**src/rtl/seg7_scan_driver_if.sv**
```systemverilog
// Bundle between the BCD/roll logic and the 7-segment scan driver.
// The master side supplies digits and display controls; the slave side drives the pads.
interface seg7_scan_driver_if #(
  parameter int NUM_DIGITS = 2
);
  logic [4*NUM_DIGITS-1:0] data_in;
  logic [NUM_DIGITS-1:0]   dp_in;
  logic                    load;
  logic                    seg_pol;
  logic                    com_pol;
  logic                    lz_blank;
  logic                    blink_en;
  logic [7:0]              seg;
  logic [NUM_DIGITS-1:0]   com;
  logic [NUM_DIGITS-1:0]   com_oe;
  logic                    frame_start;
  logic                    pending;

  modport master (
    output data_in, dp_in, load, seg_pol, com_pol, lz_blank, blink_en,
    input  seg, com, com_oe, frame_start, pending
  );

  modport slave (
    input  data_in, dp_in, load, seg_pol, com_pol, lz_blank, blink_en,
    output seg, com, com_oe, frame_start, pending
  );
endinterface

```
**src/rtl/seg7_scan_driver.sv**
```systemverilog
// Time-multiplexed N-digit 7-segment driver with double-buffered digits,
// anti-ghost blanking, leading-zero suppression, blink and runtime pad polarity.
module seg7_scan_driver #(
  parameter int NUM_DIGITS   = 2,
  parameter int SCAN_DIV     = 1024,
  parameter int BLANK_CYCLES = 16,
  parameter int BLINK_LOG2   = 22
) (
  input  logic              clk,
  input  logic              rst,
  seg7_scan_driver_if.slave bus
);
  localparam int SLOT_W = $clog2(SCAN_DIV);
  localparam int IDX_W  = (NUM_DIGITS > 1) ? $clog2(NUM_DIGITS) : 1;
  localparam logic [SLOT_W-1:0] LAST_SLOT  = SLOT_W'(SCAN_DIV - 1);
  localparam logic [SLOT_W-1:0] BLANK_END  = SLOT_W'(BLANK_CYCLES);
  localparam logic [IDX_W-1:0]  LAST_DIGIT = IDX_W'(NUM_DIGITS - 1);

  logic [SLOT_W-1:0]               slot_cnt_q, slot_cnt_d;
  logic [IDX_W-1:0]                digit_idx_q, digit_idx_d;
  logic [BLINK_LOG2-1:0]           blink_cnt_q, blink_cnt_d;
  logic [7:0]                      seg_int_q, seg_int_d;
  logic [NUM_DIGITS-1:0]           com_int_q, com_int_d;
  logic                            com_oe_q;
  logic                            frame_start_q, frame_start_d;
  logic [NUM_DIGITS-1:0][3:0]      shadow_q, shadow_d;
  logic [NUM_DIGITS-1:0]           shadow_dp_q, shadow_dp_d;
  logic [NUM_DIGITS-1:0][3:0]      staging_q, staging_d;
  logic [NUM_DIGITS-1:0]           staging_dp_q, staging_dp_d;
  logic                            pending_q, pending_d;
  logic                            frame_end;
  logic [NUM_DIGITS-1:0]           lz_mask;
  logic                            lz_run;

  function automatic logic [6:0] decode7(input logic [3:0] v);
    logic [6:0] p;
    case (v)
      4'd0:    p = 7'h3F;
      4'd1:    p = 7'h06;
      4'd2:    p = 7'h5B;
      4'd3:    p = 7'h4F;
      4'd4:    p = 7'h66;
      4'd5:    p = 7'h6D;
      4'd6:    p = 7'h7D;
      4'd7:    p = 7'h07;
      4'd8:    p = 7'h7F;
      4'd9:    p = 7'h6F;
      4'd15:   p = 7'h00;
      default: p = 7'h40;
    endcase
    return p;
  endfunction

  // Last cycle of the last digit slot: the only point the shadow may change.
  assign frame_end = (slot_cnt_q == LAST_SLOT) && (digit_idx_q == LAST_DIGIT);

  // A digit is suppressed while every digit from it up to the top is zero; digit 0 never is.
  always_comb begin
    lz_mask = '0;
    lz_run  = bus.lz_blank;
    for (int i = NUM_DIGITS - 1; i > 0; i--) begin
      lz_run     = lz_run && (shadow_q[i] == 4'd0);
      lz_mask[i] = lz_run;
    end
  end

  always_comb begin
    slot_cnt_d    = (slot_cnt_q == LAST_SLOT) ? '0 : slot_cnt_q + SLOT_W'(1);
    digit_idx_d   = digit_idx_q;
    blink_cnt_d   = blink_cnt_q + BLINK_LOG2'(1);
    frame_start_d = frame_end;
    seg_int_d     = '0;
    com_int_d     = '0;
    shadow_d      = shadow_q;
    shadow_dp_d   = shadow_dp_q;
    staging_d     = staging_q;
    staging_dp_d  = staging_dp_q;
    pending_d     = pending_q;

    if (slot_cnt_q == LAST_SLOT) begin
      digit_idx_d = (digit_idx_q == LAST_DIGIT) ? '0 : digit_idx_q + IDX_W'(1);
    end

    if (slot_cnt_q >= BLANK_END) begin
      if (!lz_mask[digit_idx_q]) begin
        seg_int_d = {shadow_dp_q[digit_idx_q], decode7(shadow_q[digit_idx_q])};
      end
      if (!(bus.blink_en && blink_cnt_q[BLINK_LOG2-1])) begin
        com_int_d[digit_idx_q] = 1'b1;
      end
    end

    // A load landing exactly on the boundary bypasses staging and is shown next frame.
    if (bus.load) begin
      if (frame_end) begin
        shadow_d    = bus.data_in;
        shadow_dp_d = bus.dp_in;
        pending_d   = 1'b0;
      end else begin
        staging_d    = bus.data_in;
        staging_dp_d = bus.dp_in;
        pending_d    = 1'b1;
      end
    end else if (frame_end && pending_q) begin
      shadow_d    = staging_q;
      shadow_dp_d = staging_dp_q;
      pending_d   = 1'b0;
    end
  end

  always_ff @(posedge clk or posedge rst) begin
    if (rst) begin
      slot_cnt_q    <= '0;
      digit_idx_q   <= '0;
      blink_cnt_q   <= '0;
      seg_int_q     <= '0;
      com_int_q     <= '0;
      com_oe_q      <= 1'b0;
      frame_start_q <= 1'b0;
      shadow_q      <= '0;
      shadow_dp_q   <= '0;
      staging_q     <= '0;
      staging_dp_q  <= '0;
      pending_q     <= 1'b0;
    end else begin
      slot_cnt_q    <= slot_cnt_d;
      digit_idx_q   <= digit_idx_d;
      blink_cnt_q   <= blink_cnt_d;
      seg_int_q     <= seg_int_d;
      com_int_q     <= com_int_d;
      com_oe_q      <= 1'b1;
      frame_start_q <= frame_start_d;
      shadow_q      <= shadow_d;
      shadow_dp_q   <= shadow_dp_d;
      staging_q     <= staging_d;
      staging_dp_q  <= staging_dp_d;
      pending_q     <= pending_d;
    end
  end

  assign bus.seg         = seg_int_q ^ {8{~bus.seg_pol}};
  assign bus.com         = com_int_q ^ {NUM_DIGITS{~bus.com_pol}};
  assign bus.com_oe      = {NUM_DIGITS{com_oe_q}};
  assign bus.frame_start = frame_start_q;
  assign bus.pending     = pending_q;
endmodule

```
**src/flat_wrapper.sv**
```systemverilog
// flat-port wrapper written by rule: the top's interface ports become plain ports
module seg7_scan_driver_flat 
#(
  parameter int NUM_DIGITS   = 2,
  parameter int SCAN_DIV     = 1024,
  parameter int BLANK_CYCLES = 16,
  parameter int BLINK_LOG2   = 22
)
  (clk, rst, bus_data_in, bus_dp_in, bus_load, bus_seg_pol, bus_com_pol, bus_lz_blank, bus_blink_en, bus_seg, bus_com, bus_com_oe, bus_frame_start, bus_pending);
  seg7_scan_driver_if #(.NUM_DIGITS(NUM_DIGITS)) bus_i ();
  input  logic clk;
  input  logic rst;
  input wire logic [$bits(bus_i.data_in)-1:0] bus_data_in;
  input wire logic [$bits(bus_i.dp_in)-1:0] bus_dp_in;
  input wire logic [$bits(bus_i.load)-1:0] bus_load;
  input wire logic [$bits(bus_i.seg_pol)-1:0] bus_seg_pol;
  input wire logic [$bits(bus_i.com_pol)-1:0] bus_com_pol;
  input wire logic [$bits(bus_i.lz_blank)-1:0] bus_lz_blank;
  input wire logic [$bits(bus_i.blink_en)-1:0] bus_blink_en;
  output wire logic [$bits(bus_i.seg)-1:0] bus_seg;
  output wire logic [$bits(bus_i.com)-1:0] bus_com;
  output wire logic [$bits(bus_i.com_oe)-1:0] bus_com_oe;
  output wire logic [$bits(bus_i.frame_start)-1:0] bus_frame_start;
  output wire logic [$bits(bus_i.pending)-1:0] bus_pending;
  assign bus_i.data_in = bus_data_in;
  assign bus_i.dp_in = bus_dp_in;
  assign bus_i.load = bus_load;
  assign bus_i.seg_pol = bus_seg_pol;
  assign bus_i.com_pol = bus_com_pol;
  assign bus_i.lz_blank = bus_lz_blank;
  assign bus_i.blink_en = bus_blink_en;
  assign bus_seg = bus_i.seg;
  assign bus_com = bus_i.com;
  assign bus_com_oe = bus_i.com_oe;
  assign bus_frame_start = bus_i.frame_start;
  assign bus_pending = bus_i.pending;
  seg7_scan_driver #(.NUM_DIGITS(NUM_DIGITS), .SCAN_DIV(SCAN_DIV), .BLANK_CYCLES(BLANK_CYCLES), .BLINK_LOG2(BLINK_LOG2)) u_core (.clk(clk), .rst(rst), .bus(bus_i));
endmodule
```
**config.mk**
```make
export PLATFORM = sky130hd
export DESIGN_NAME = seg7_scan_driver_flat
export DESIGN_NICKNAME = d
export VERILOG_FILES = /design/src/rtl/seg7_scan_driver_if.sv /design/src/rtl/seg7_scan_driver.sv /design/src/flat_wrapper.sv
export SDC_FILE = /design/constraint.sdc
export NUM_CORES = 1
export LEC_CHECK = 0
export ABC_AREA = 1
export CORE_UTILIZATION = 50
export DETAILED_ROUTE_END_ITERATION = 16
export DONT_BUFFER_PORTS = 1
export HOLD_SLACK_MARGIN = 0.12
export PLACE_DENSITY = 0.68
export SKIP_LAST_GASP = 1
export SYNTH_ARGS = -nofsm -noshare
export SYNTH_HDL_FRONTEND = slang
export SYNTH_SLANG_ARGS = --single-unit
```
**constraint.sdc**
```tcl
create_clock -name clk -period 2.02 [get_ports clk]
set_input_delay 0.404 -clock clk [delete_from_list [all_inputs] [get_ports clk]]
set_output_delay 0.404 -clock clk [all_outputs]
set_load 0.03 [all_outputs]
```
Yosys cells after proc, flatten, opt, wreduce, memory -nomap -nowiden. Memories as Yosys holds them, arrays and structs flattened. Cells that the tools add are included.

Logic and storage cells: 60. Register bits: 66. Memories: 1. Memory bits (read-only): 112. Bits of input ports: 17. Output and inout port bits: 14.

Reduce and logical (&&, ||, !) cells: 9. Equality and inequality tests: 2. Magnitude comparators: 3. Muxes and demuxes: 23. Bitwise gates (word level): 5. Add/subtract/negate cells: 3.

Memory list: (name not given) (depth 16, width 7, read ports 1, clocked after Yosys merged registers in 0, wr ports 0, line seg7_scan_driver.sv:37) `case (v)`.

Operators with widths (number): $mux 8 (5); $add 22x1->22 const B (1); $add 10x1->10 const B (1); $eq 10x10->1 const B (1); $ge 10x5->1 const B (1); $mux 10 (1); $mux 2 (5); $mux 1 (9); $mux 4 (2); $xor 8x8->8 (1); $logic_and 1x1->1 (5); $logic_not 4->1 (1); $reduce_and 2->1 (2); $not 1->1 (3); $lt 1x2->1 const B (1); $ne 2x1->1 const B (1); $reduce_bool 2->1 (1); $xor 2x2->2 (1); $add 1x1->1 const B (1); $demux 1 s1 (1); $ge 1x1->1 const B (1).

Longest topological paths before layout. Gate-level depths: netlist (run 1).

Word-level depth: 6. Depth in mapped cells: 9. Mapped depth without buffers: 9.

Worst setup path after synthesis (run 1). Ideal clock, no wire load.

Path type: register to register. From: reg u_core.digit_idx_q. To: reg u_core.seg_int_q[0]. Stages on the path, launching flop included: 9. Arrival time: 1506 ps. Period minus slack after synthesis: 1579 ps. Setup slack: 441 ps. Required time: 1948 ps. Setup time: 72 ps. Buffers on the path: 0. Cell sequence: dfrtp_1 -> inv_1 -> or2_2 -> o21ai_0 -> inv_1 -> ha_1 -> o21ai_0 -> nor2_1 -> nor2_1.

Longest elaborated chain between the ends: 5. Elaborated cells on any way between the ends: 7. Those cells by class: mux: 6; memory: 1.

Ends and longest elaborated chain: from (decl) (line seg7_scan_driver.sv:20) `logic [IDX_W-1:0] digit_idx_q, digit_idx_d;`; from (signal assigned) (line seg7_scan_driver.sv:127) `digit_idx_q <= digit_idx_d;`; $mux 4 (implied by the code) (2 in series) (line seg7_scan_driver.sv:86) `seg_int_d = {shadow_dp_q[digit_idx_q], decode7(shadow_q[digit_idx_q])};`; $mem_v2 16x7; $mux 8 * (line seg7_scan_driver.sv:85) `if (!lz_mask[digit_idx_q]) begin`; $mux 8 * (line seg7_scan_driver.sv:84) `if (slot_cnt_q >= BLANK_END) begin`; via u_core.seg_int_d[0] (line seg7_scan_driver.sv:22) `logic [7:0] seg_int_q, seg_int_d;`; to (signal assigned) (line seg7_scan_driver.sv:129) `seg_int_q <= seg_int_d;`; to (decl) (line seg7_scan_driver.sv:22).

The timed path passes the listed nets; every way through them passes the cells marked *. The select of a mux whose other input is x is not followed. A chain may end at the register's enable or synchronous reset.

Final worst setup path (run 1). Same ends and word-level chain as after synthesis.

==> results of run 1 <==
[kinds of logic (layout without fill, tap and decap cells)]
logic type / count (synthesis) / after routing / share of synthesized area, %
buffers and inverters: 48 / 68 / 6.17
adder cells (fa/ha/maj): 9 / 9 / 3.37
AND/OR/NAND/NOR: 251 / 251 / 31.9
flip-flops: 66 / 66 / 49.4
AO/OA/AOI/OAI: 14 / 14 / 2.21
XOR/XNOR: 26 / 26 / 6.81
other: 1 / 1 / 0.112
[cells in the final DEF (no fill, tap or decap)]
cell type      instances
nand2_1              150
dfrtp_1               66
nor2_1                52
inv_1                 37
nand3_1               27
xnor2_1               15
clkbuf_8              13
buf_4                 13
xor2_1                11
o21ai_0               10
ha_1                   9
nand4_1                5
nand3b_1               5
nor2_4                 3
nor3_1                 3
nand2_2                2
nand3_2                2
a21oi_1                2
clkinv_2               2
nand3_4                1
or2_2                  1
o22ai_1                1
o21bai_1               1
clkinvlp_4             1
dlygate4sd3_1          1
buf_12                 1
conb_1                 1
[state kept, by name, indices dropped and copies added, names as in the netlist]
| register | cells |
|---|---|
| u_core.blink_cnt_q | 22 |
| u_core.bus.frame_start | 1 |
| u_core.bus.pending | 1 |
| u_core.com_int_q | 2 |
| u_core.com_oe_q | 1 |
| u_core.digit_idx_q | 1 |
| u_core.seg_int_q | 8 |
| u_core.shadow_dp_q | 2 |
| u_core.shadow_q | 8 |
| u_core.slot_cnt_q | 10 |
| u_core.staging_dp_q | 2 |
| u_core.staging_q | 8 |
[power breakdown]
| part | switching [mW] | leakage, nW | internal [mW] |
|---|---|---|---|
| combinational | 0.0802 | 0.949 | 0.0436 |
| clock | 0.473 | 0.101 | 0.569 |
| sequential | 0.0135 | 0.831 | 1.34 |
| total | 0.567 | 1.88 | 1.95 |
[through the flow]
step / instances / area [um^2]
after floorplan: 415 / 3350
after global placement: 496 / 3500
after detailed placement: 496 / 3500
after CTS: 512 / 3700
after global routing: 512 / 3700
final: 512 / 3700
[cell type report]
class                           count  area [um^2]
Clock buffer                       13          179
Clock inverter                      2         10.0
Fill cell                         610         2690
Inverter                           38          146
Multi-Input combinational cell    301         1490
Sequential cell                    66         1650
Tap cell                           77         96.3
Timing Repair Buffer               15          128
[metal layers]
layer | GRT usage, % | wire length (um)
met5 | 0 | 0
met4 | 9.86 | 132
met2 | 30.6 | 2690
met3 | 5.14 | 245
met1 | 24.4 | 2840
[worst paths after layout]
kind	slack, ps	depth (start not counted)	startpoint	end
max	340	8	u_core.digit_idx_q	u_core.seg_int_q[0]
min	190	2	bus_data_in[2]	u_core.staging_q[2]
max reg2reg	340	8	u_core.digit_idx_q	u_core.seg_int_q[0]
min reg2reg	450	1	u_core.blink_cnt_q[0]	u_core.blink_cnt_q[0]
max in group asynchronous	810	3	rst	u_core.seg_int_q[6]
min in group asynchronous	630	2	rst	u_core.slot_cnt_q[3]
[repair_timing]
action	in CTS	in global routing
setup buffers	0	0
hold buffers	1	0
hold endpoints to repair	28	0
==> qor.txt, run 1 <==
clk sinks = 66
final hold vios = 0
gr ovfl total = 0
Mapped Cells = 415
drt total wl = 5.91 mm
core box area = 6390 um^2
setup violators final = 0
ant diodes = 0
fin nets = 457
Setup TNS = 0 ps
GP Congestion = 0.845
Post-synth EDFFs = 0
final setup margin = 336 ps
Root Driver = clkbuf_8
I/O Pins = 31
Synth area leader = dfrtp_1
final core utilization = 57.9%
maximum VDD drop = 468 uV
worst slew pin tran = 653 ps
drt initial violations = 98
Min-Delay Path Class = input port to flop
sequential area share after synthesis = 49.4%
#FFs+latches synth = 66
clock skew = 5.98 ps
CP max FO = 5
Crit path required time = 2290 ps
vias in the first global route = 2,476
Commonest cells post-synth = 150 x nand2_1, 66 x dfrtp_1, 52 x nor2_1, 38 x inv_1, 27 x nand3_1
Die H = 83.8 um
Starting Density = 52.4%
layout cells sized above 1 = 8.97%
most common cell in the netlist = nand2_1
Setup CP Type = flop to flop
crit share post-route = 83.4%
Chip Width = 83.8 um
Max Cap Violations = 0
largest net degree at the start of global routing = 39
port bufs = 0
ys async rst share = 100%
CTS tree = done
DP HPWL = 4.38 mm
Slew Viols, Final = 0
Antenna Nets Post-Route = 0
Worst path max stage delay = 400 ps
CP startpoint kind = flop
synth unique cells = 26
Static Leak = 1.88 nW
WL/cell = 11.5 um
Highest Clock Rate = 594 MHz
num rows = 29
initial antenna violation count = 0
layout overhead on the synthesized area = 10.6%
die area = 7020 um^2
DRT Pass-1 Iters = 4
RSZ-0062 raised after global routing = no
Synth Flop Type = dfrtp_1
crit path cell chain = inv_1 -> or2_2 -> o21ai_0 -> inv_1 -> ha_1 -> o21ai_0 -> nor2_1 -> nor2_1
crit path buf inv count = 2
CTS buffer count = 9
Via-to-Cell Ratio = 4.89
top cell type's share of synthesized area = 49.4%
Relative slew margins = 56.4%
first-pass GRT wire length = 10.7 mm
DRC = 0
post-route minimum period = 1680 ps
Syn Area/Cell = 8.06 um^2
critical path data arrival time = 1960 ps
largest cells by area after synthesis = dfrtp_1 49%, nand2_1 17%, nor2_1 5.8%
Post-Syn Nets = 441
status = completed
Netlist Area Pre-Place = 3340 um^2
CP top delay family = simple AND/OR/NAND/NOR gates
CTS clk-pin slew, worst paths = 70 ps
clk_lat worst skew = 340 ps
Longest Clk Path Bufs = 2
Max H-tree Level = 3
synth warn = 0
PD cells = 682 nW/um^2
CP max-delay cell = dfrtp_1
routed vias = 2,505
DP Worst Slack = 329 ps
CP endpoint kind = flop
overall routing resource usage = 19.3%
hold_ws = 193 ps
Post-CTS Resized = 0
Tot Pwr = 2.52 mW
No activity file was read; power rests on OpenSTA's default activity.
==> run 2: changes to the inputs <==
- PLACE_DENSITY: 0.68 -> unset
- clock period: 2.02 -> 1.55 ns (I/O delays scaled with it)
==> run 2 against run 1 <==
  * Final cell count up 6.1%
  * Fmax up 13%
  * Register-to-register slack worse by 280 ps
  * Global-route usage up 0.26 points
  * Flip-flop and latch count did not move
  * Setup slack got worse by 280 ps
  * Critical endpoint is now u_core.shadow_q[7]
==> qor.txt, run 2 (same netlist as run 1, synthesis figures left out) <==
port bufs = 0
Chip Width = 83.8 um
CTS clk-pin slew, worst paths = 80 ps
Static Leak = 2.04 nW
Slew Viols, Final = 0
crit path buf inv count = 2
Worst path max stage delay = 380 ps
Worst R2R Setup Slack = 60 ps
Reg2Reg Launch Point = u_core.slot_cnt_q[0]
CP startpoint kind = flop
GP Congestion = 0.871
CP max FO = 6
Setup CP Type = flop to flop
layout cells sized above 1 = 13.7%
overall routing resource usage = 19.6%
routed vias = 2,610
CP top delay family = simple AND/OR/NAND/NOR gates
DP HPWL = 4.46 mm
Relative slew margins = 61.3%
clk sinks = 66
metal2 WL = 2.91 mm
CP max-delay cell = dfrtp_1
ant diodes = 0
CTS buffer count = 9
post-route minimum period = 1490 ps
drt total wl = 6.41 mm
biggest regs = u_core.blink_cnt_q: 22 flops, u_core.slot_cnt_q: 10 flops
Highest Clock Rate = 671 MHz
Largest register FFs = 22
drt initial violations = 113
reg-to-reg endpoint = u_core.shadow_q[7]
crit share post-route = 96.2%
die area = 7020 um^2
clk_lat worst skew = 340 ps
met1 wire length = 3.16 mm
critical path data arrival time = 1770 ps
Root Driver = clkbuf_8
first-pass GRT wire length = 10.8 mm
num rows = 29
Max H-tree Level = 3
layout overhead on the synthesized area = 21.0%
vias in the first global route = 2,439
core box area = 6390 um^2
commonest non-fill, non-tap cell in the layout = nand2_1
commonest cells after routing, fill and taps aside = 149 x nand2_1, 66 x dfrtp_1, 51 x nor2_1
DP Cell Count = 510
final hold vios = 0
Crit path required time = 1830 ps
Longest Clk Path Bufs = 2
HP Start = bus_load
WL met3 = 243 um
R2R cell count = 9
setup violators final = 0
Antenna Nets Post-Route = 0
Tot Pwr = 3.54 mW
crit path cell chain = ha_2 -> nand2_1 -> nor2_4 -> buf_4 -> nand3_4 -> nor2_4 -> buf_4 -> nand3_1 -> nand2_1
fin nets = 487
CP endpoint kind = flop
clock skew = 5.93 ps
maximum VDD drop = 766 uV
CTS tree = done
final core utilization = 63.3%
status = completed
largest net degree at the start of global routing = 27
initial antenna violation count = 0
Largest Register = u_core.blink_cnt_q
DRT Pass-1 Iters = 4
worst slew pin tran = 579 ps
gr ovfl total = 0
Min-Delay Endpoint = u_core.staging_q[6]
DRC = 0
non-filler cells, final = 543
PD cells = 875 nW/um^2
top routing layer in use = met4
Max Cap Violations = 0
I/O Pins = 31
Hold Path Stages = 3
RSZ-0062 raised after global routing = yes
Via-to-Cell Ratio = 4.81
Starting Density = 52.4%
Min-Delay Path Class = input port to flop
WL/cell = 11.8 um
Die H = 83.8 um
run 2: changes by cell type in the layout (fill, tap and decap cells not counted), moves of 2 or more:
cell / previous run / this run
buf_4: 13 / 29
dlygate4sd3_1: 1 / 12
clkbuf_8: 13 / 9
o21ai_0: 10 / 7
buf_12: 1 / 3
bufinv_16: 0 / 2
clkinvlp_4: 1 / 3
o21ai_4: 0 / 2
run 2: worst max path at each step:
stage	from	end	slack (ps)	cells after the start
floorplan	u_core.digit_idx_q	u_core.seg_int_q[0]	3	8
global placement	u_core.shadow_q[4]	u_core.seg_int_q[3]	20	7
detailed placement	u_core.shadow_q[4]	u_core.seg_int_q[0]	-20	7
CTS	u_core.slot_cnt_q[0]	u_core.staging_q[5]	20	8
global route	u_core.slot_cnt_q[0]	u_core.shadow_q[7]	-30	9
finish	u_core.slot_cnt_q[0]	u_core.shadow_q[7]	60	9
run 2: area by class of cell:
| cell class | count | area (um^2) |
|---|---|---|
| multi-input cells | 302 | 1530 |
| flip-flops and latches | 66 | 1650 |
| fillers | 549 | 2340 |
| clock buffers | 9 | 124 |
| repair buffers | 44 | 398 |
| inverters | 38 | 146 |
| clock inverters | 7 | 93.8 |
| well taps | 77 | 96.3 |
run 2: where the power goes:
part           leakage [nW]  switching (mW)  internal (mW)
clock network         0.105           0.679          0.902
registers             0.831          0.0178           1.75
logic                  1.10           0.114         0.0821
run 2: per-layer routing:
| layer | track usage (%) | vias up |
|---|---|---|
| li1 | - | 1378 |
| met1 | 27.5 | 1168 |
| met2 | 29.3 | 56 |
| met3 | 3.66 | 8 |
| met4 | 9.40 | 0 |
| met5 | 0 | - |
run 2: tightest hold or removal path: cells and delay by family:
family	cells	cell delay, ps
simple gates	3	180
run 2: per-stage QoR:
step                      cell area (um^2)  hold WS (ps)  setup WS, ps  setup TNS (ps)
after floorplan                       3350           422          2.93               0
after global placement                3630           270          18.7               0
after detailed placement              3630           272         -23.9           -41.6
after CTS                             3970           188          20.1               0
after global routing                  4040           182         -26.6            -161
final                                 4040           185          59.3               0
run 2: repair_timing:
item	CTS	global route
setup endpoints to repair	4	26
buffers inserted	0	4
pin swaps	0	3
hold buffers	12	0
hold endpoints to repair	31	0
cloned	0	1
resized for setup	2	11
==> run 3: changes to the inputs <==
- CORE_UTILIZATION: 50 -> 60
- PLACE_DENSITY: unset -> 0.76
==> run 3 against run 2 <==
  * Clock skew grew 4.3 ps
  * Flip-flop and latch count is the same
  * Largest cell class unchanged
  * Global-route usage rose by 5.0 points
  * Critical path depth did not move
==> qor.txt, run 3 (same netlist as run 1, synthesis figures left out) <==
CP startpoint kind = flop
crit path cell chain = buf_4 -> buf_4 -> nand2_1 -> nand2_2 -> inv_2 -> buf_4 -> nor2_1 -> nor2_1 -> nor2_2
critical path data arrival time = 1760 ps
maximum VDD drop = 631 uV
Max Cap Violations = 0
commonest non-fill, non-tap cell in the layout = nand2_1
drt initial violations = 162
clk_lat worst skew = 350 ps
crit share post-route = 98.9%
overall routing resource usage = 24.6%
register area = 1650 um^2
layout overhead on the synthesized area = 20.1%
drt total wl = 7.03 mm
biggest regs = u_core.blink_cnt_q: 22 flops, u_core.slot_cnt_q: 10 flops
Largest Register = u_core.blink_cnt_q
PD cells = 835 nW/um^2
Highest Clock Rate = 652 MHz
final core utilization = 76.7%
Setup TNS = 0 ps
CP top delay family = buffers and inverters
Static Leak = 2.02 nW
DRC = 0
CP max-delay cell = dfrtp_1
Slew Viols, Final = 0
crit path buf inv count = 4
Die H = 76.6 um
Via-to-Cell Ratio = 5.13
DRT Pass-1 Iters = 4
Fill cells = 378
worst slew pin tran = 527 ps
WL/cell = 13.2 um
CTS buffer count = 9
CTS tree = done
post-route minimum period = 1530 ps
first-pass GRT wire length = 11.1 mm
port bufs = 0
routed vias = 2,737
Antenna Nets Post-Route = 0
num rows = 26
commonest cells after routing, fill and taps aside = 148 x nand2_1, 66 x dfrtp_1, 47 x nor2_1
Max H-tree Level = 3
vias in the first global route = 2,553
final hold vios = 0
CP endpoint kind = flop
Min-Delay Path Class = input port to flop
clk sinks = 66
layout cells sized above 1 = 14.9%
Relative slew margins = 64.9%
DP HPWL = 4.44 mm
core box area = 5240 um^2
initial antenna violation count = 0
setup violators final = 0
largest net degree at the start of global routing = 66
Root Driver = clkbuf_8
GP Congestion = 0.849
die area = 5870 um^2
fin nets = 486
I/O Pins = 31
status = completed
CTS clk-pin slew, worst paths = 70 ps
Longest Clk Path Bufs = 2
most frequent CP cell = buf_4
hold_ws = 171 ps
clock skew = 10.2 ps
Chip Width = 76.6 um
gr ovfl total = 0
Setup CP Type = flop to flop
Starting Density = 63.8%
ant diodes = 0
Largest register FFs = 22
CP max FO = 8
Crit path required time = 1780 ps
Worst path max stage delay = 390 ps
RSZ-0062 raised after global routing = yes
multi-input logic area = 1580 um^2
run 3: tightest hold or removal path, stage by stage:
cell and delay, ps:
nand2_1 50, nand3_1 80, inv_1 40
run 3: area by class of cell:
cell class | count | share of cell area, %
Clock buffer | 12 | 3.61
Clock inverter | 3 | 0.997
Timing Repair Buffer | 43 | 9.19
Inverter | 38 | 3.64
Tap cell | 70 | 2.18
Multi-Input combinational cell | 302 | 39.3
Sequential cell | 66 | 41.1
run 3: final timing paths:
path                                        from                     to  slack (ps)  depth (start not counted)
min in group asynchronous                    rst        u_core.com_oe_q         320                          2
max                           u_core.digit_idx_q    u_core.seg_int_q[5]          20                          9
max reg2reg                   u_core.digit_idx_q    u_core.seg_int_q[5]          20                          9
max in group asynchronous                    rst    u_core.seg_int_q[5]         710                          3
min                                 bus_blink_en    u_core.com_int_q[1]         170                          3
min reg2reg                u_core.blink_cnt_q[0]  u_core.blink_cnt_q[0]         450                          1
run 3: power by group:
| group | switching, mW | internal [mW] | total (mW) |
|---|---|---|---|
| logic | 0.117 | 0.0768 | 0.194 |
| registers | 0.0182 | 1.75 | 1.76 |
| clock network | 0.623 | 0.774 | 1.40 |
run 3: per-stage QoR:
step / area, um^2 / instances / power (mW) / setup WS, ps
floorplan: 3350 / 415 / 1.92 / 2.93
global placement: 3580 / 501 / 1.96 / 22.7
detailed placement: 3580 / 501 / 1.96 / -72.6
CTS: 3890 / 528 / 3.38 / 0.142
global route: 4020 / 534 / 3.48 / -46.8
finish: 4020 / 534 / 3.35 / 16.7
run 3: timing repair:
item | in CTS | in global routing
hold buffers | 12 | 0
endpoints found under the hold margin | 76 | 0
pin swaps | 0 | 7
setup buffers | 0 | 5
resized for setup | 2 | 23
setup endpoints to repair | 2 | 19
cloned | 0 | 1
run 3: layer usage:
layer,vias to the layer above,wire [um],global-route usage [%]
li1,1365,-,-
met1,1297,2960,29.5
met2,64,3660,42.0
met3,11,288,6.71
met4,0,122,9.81
met5,-,0,0
==> patch: new RTL, flow settings as in run 3 <==
Make the reset (`rst`) synchronous in one clocked block.
--- a/src/rtl/seg7_scan_driver.sv
+++ b/src/rtl/seg7_scan_driver.sv
@@ -108,7 +108,7 @@
     end
   end
 
-  always_ff @(posedge clk or posedge rst) begin
+  always_ff @(posedge clk) begin
     if (rst) begin
       slot_cnt_q    <= '0;
       digit_idx_q   <= '0;
Function: differs if rst is asserted again (counterexample within 4 cycles, from zero or initial values and one cycle with rst high); with rst held inactive, the same outputs for 10 cycles.
==> patch against run 3 <==
Setup slack improved by 34 ps. Design area fell by 6.2%. Critical endpoint is now u_core.shadow_q[3]$_SDFFE_PP0P_. Wire length fell by 12%. Combinational power rose by 17%. Area after synthesis fell by 3.7%. Critical path depth did not move. Sequential cell count did not move. Power fell by 0.88%. Critical path type unchanged. Fmax rose by 2.2%.
==> patch: results (changes against run 3) <==
Max rail drop VDD = 0.573 mV (-9.2%)
HPWL after detailed placement = 4050 microns (-8.8%)
Global-route wire length before repair = 9890 microns (-11%)
Nets = 499 (+2.7%)
Largest net degree at the start of global routing = 27 (-59%)
Unique masters post-synth = 29 (+12%)
Critical Path Fanout Max = 5 (-3)
RR Startpoint = u_core.slot_cnt_q[1]$_SDFF_PP0_
Critical Path Slowest Stage Cell = dfxtp_2
Register-to-register setup slack = 50 ps (+30 ps)
Synth top area cells = dfxtp_1, nand2_1, nor2_1, inv_1, a21oi_1
Mapped Avg Cell Area = 7.23 sq um (-10%)
Fraction of registers with async set/reset = 0 (-1.00)
Layout cell share with drive strength beyond 1 = 0.147 (-0.00165)
WL met2 = 2940 microns (-20%)
Vias in the first global route = 2410 (-5.6%)
Vias per std cell = 4.95 (-3.4%)
Fillcell total = 427 (+13%)
Placed Cells = 523 (+4.4%)
Drt first pass iters = 5 (+1)
Lkg Pwr = 1.56 nW (-23%)
Hold Crit Depth = 2 (-1)
Min-Delay Endpoint = u_core.staging_dp_q[1]$_SDFFE_PP0P_
FF-to-FF End = u_core.shadow_q[3]$_SDFFE_PP0P_
Routed wire length = 6220 microns (-12%)
Worst path max stage delay = 360 ps (-30 ps)
Mapped Nets = 471 (+6.8%)
Sequential fraction of the synthesis area = 0.411 (-0.0834)
Final GP Congestion = 0.800 (-5.8%)
Met3 WL post-DR = 295 microns (+2.4%)
Clock Sinks = 66 (unchanged)
Outcome = complete, no violations
Sw Ratio = 0.233 (+0.00749)
Number of DRC markers in iteration 0 = 104 (-36%)
Slew margin rel. = 0.681 (+0.0324)
Hold Path Origin = bus_load
Top post-synthesis cells by count = nand2_1, nor2_1, dfxtp_1
==> patch: what timing repair did <==
item | 4_1_cts | 5_1_grt
resized for setup | 1 | 21
buffers inserted | 0 | 2
gates cloned | 0 | 4
setup endpoints to repair | 5 | 41
endpoints found under the hold margin | 15 | 0
hold buffers | 3 | 0
pin swaps | 0 | 9
==> patch: cells by family after synthesis <==
group           Yosys count  share of synthesized area
compound gates           44                     0.0704
fa+ha+maj                 9                     0.0350
simple gates            239                      0.332
xor+xnor                 15                     0.0408
flops                    66                      0.411
buf+inv                  62                     0.0801
mux                      10                     0.0311
==> patch: worst max path at each step <==
stage,start,end,slack [ps],cells after the start
finish,u_core.slot_cnt_q[1]$_SDFF_PP0_,u_core.shadow_q[3]$_SDFFE_PP0P_,50,9
global route,u_core.slot_cnt_q[1]$_SDFF_PP0_,u_core.shadow_q[3]$_SDFFE_PP0P_,-30,9
CTS,u_core.digit_idx_q$_SDFFE_PP0N_,u_core.seg_int_q[3]$_SDFF_PP0_,30,7
detailed placement,u_core.digit_idx_q$_SDFFE_PP0N_,u_core.seg_int_q[3]$_SDFF_PP0_,-140,6
global placement,u_core.digit_idx_q$_SDFFE_PP0N_,u_core.seg_int_q[3]$_SDFF_PP0_,-20,6
floorplan,u_core.digit_idx_q$_SDFFE_PP0N_,u_core.seg_int_q[3]$_SDFF_PP0_,20,7
==> patch: cell type report <==
class                           count  area, sq um  share of cell area
Tap cell                           70         87.6              0.0232
Clock inverter                      5         57.6              0.0153
Clock buffer                        9          124              0.0329
Timing Repair Buffer               29          273              0.0724
Inverter                           48          180              0.0478
Sequential cell                    66         1330               0.352
Multi-Input combinational cell    319         1720               0.456
==> patch: layer usage <==
layer	track usage	up-vias
met5	0	-
met4	0.0741	0
met3	0.0843	4
met2	0.377	47
met1	0.292	1190
li1	-	1463
==> patch: power groups by stage <==
stage | Sequential [mW] | Clock (mW) | Combinational [mW]
2_1_floorplan | 1.79 | 0 | 0.176
3_3_place_gp | 1.79 | 0 | 0.203
3_5_place_dp | 1.79 | 0 | 0.209
4_1_cts | 1.75 | 1.38 | 0.222
5_1_grt | 1.76 | 1.45 | 0.254
6_report | 1.76 | 1.34 | 0.227
==> patch: worst max-delay path: cells and delay by family (launching register included) <==
kind          cells  cell delay, ps
simple gates      7             750
buf+inv           1             140
fa+ha+maj         1             150
flops             1             360
==> patch: metrics by stage <==
stage | setup slack, ps | cell area [sq um] | hold slack (ps)
6_report | 50.4 | 3770 | 129
3_5_place_dp | -138 | 3410 | 383
2_1_floorplan | 18.3 | 3220 | 430
4_1_cts | 30.1 | 3620 | 121
3_3_place_gp | -16.1 | 3410 | 382
5_1_grt | -30.9 | 3770 | 130
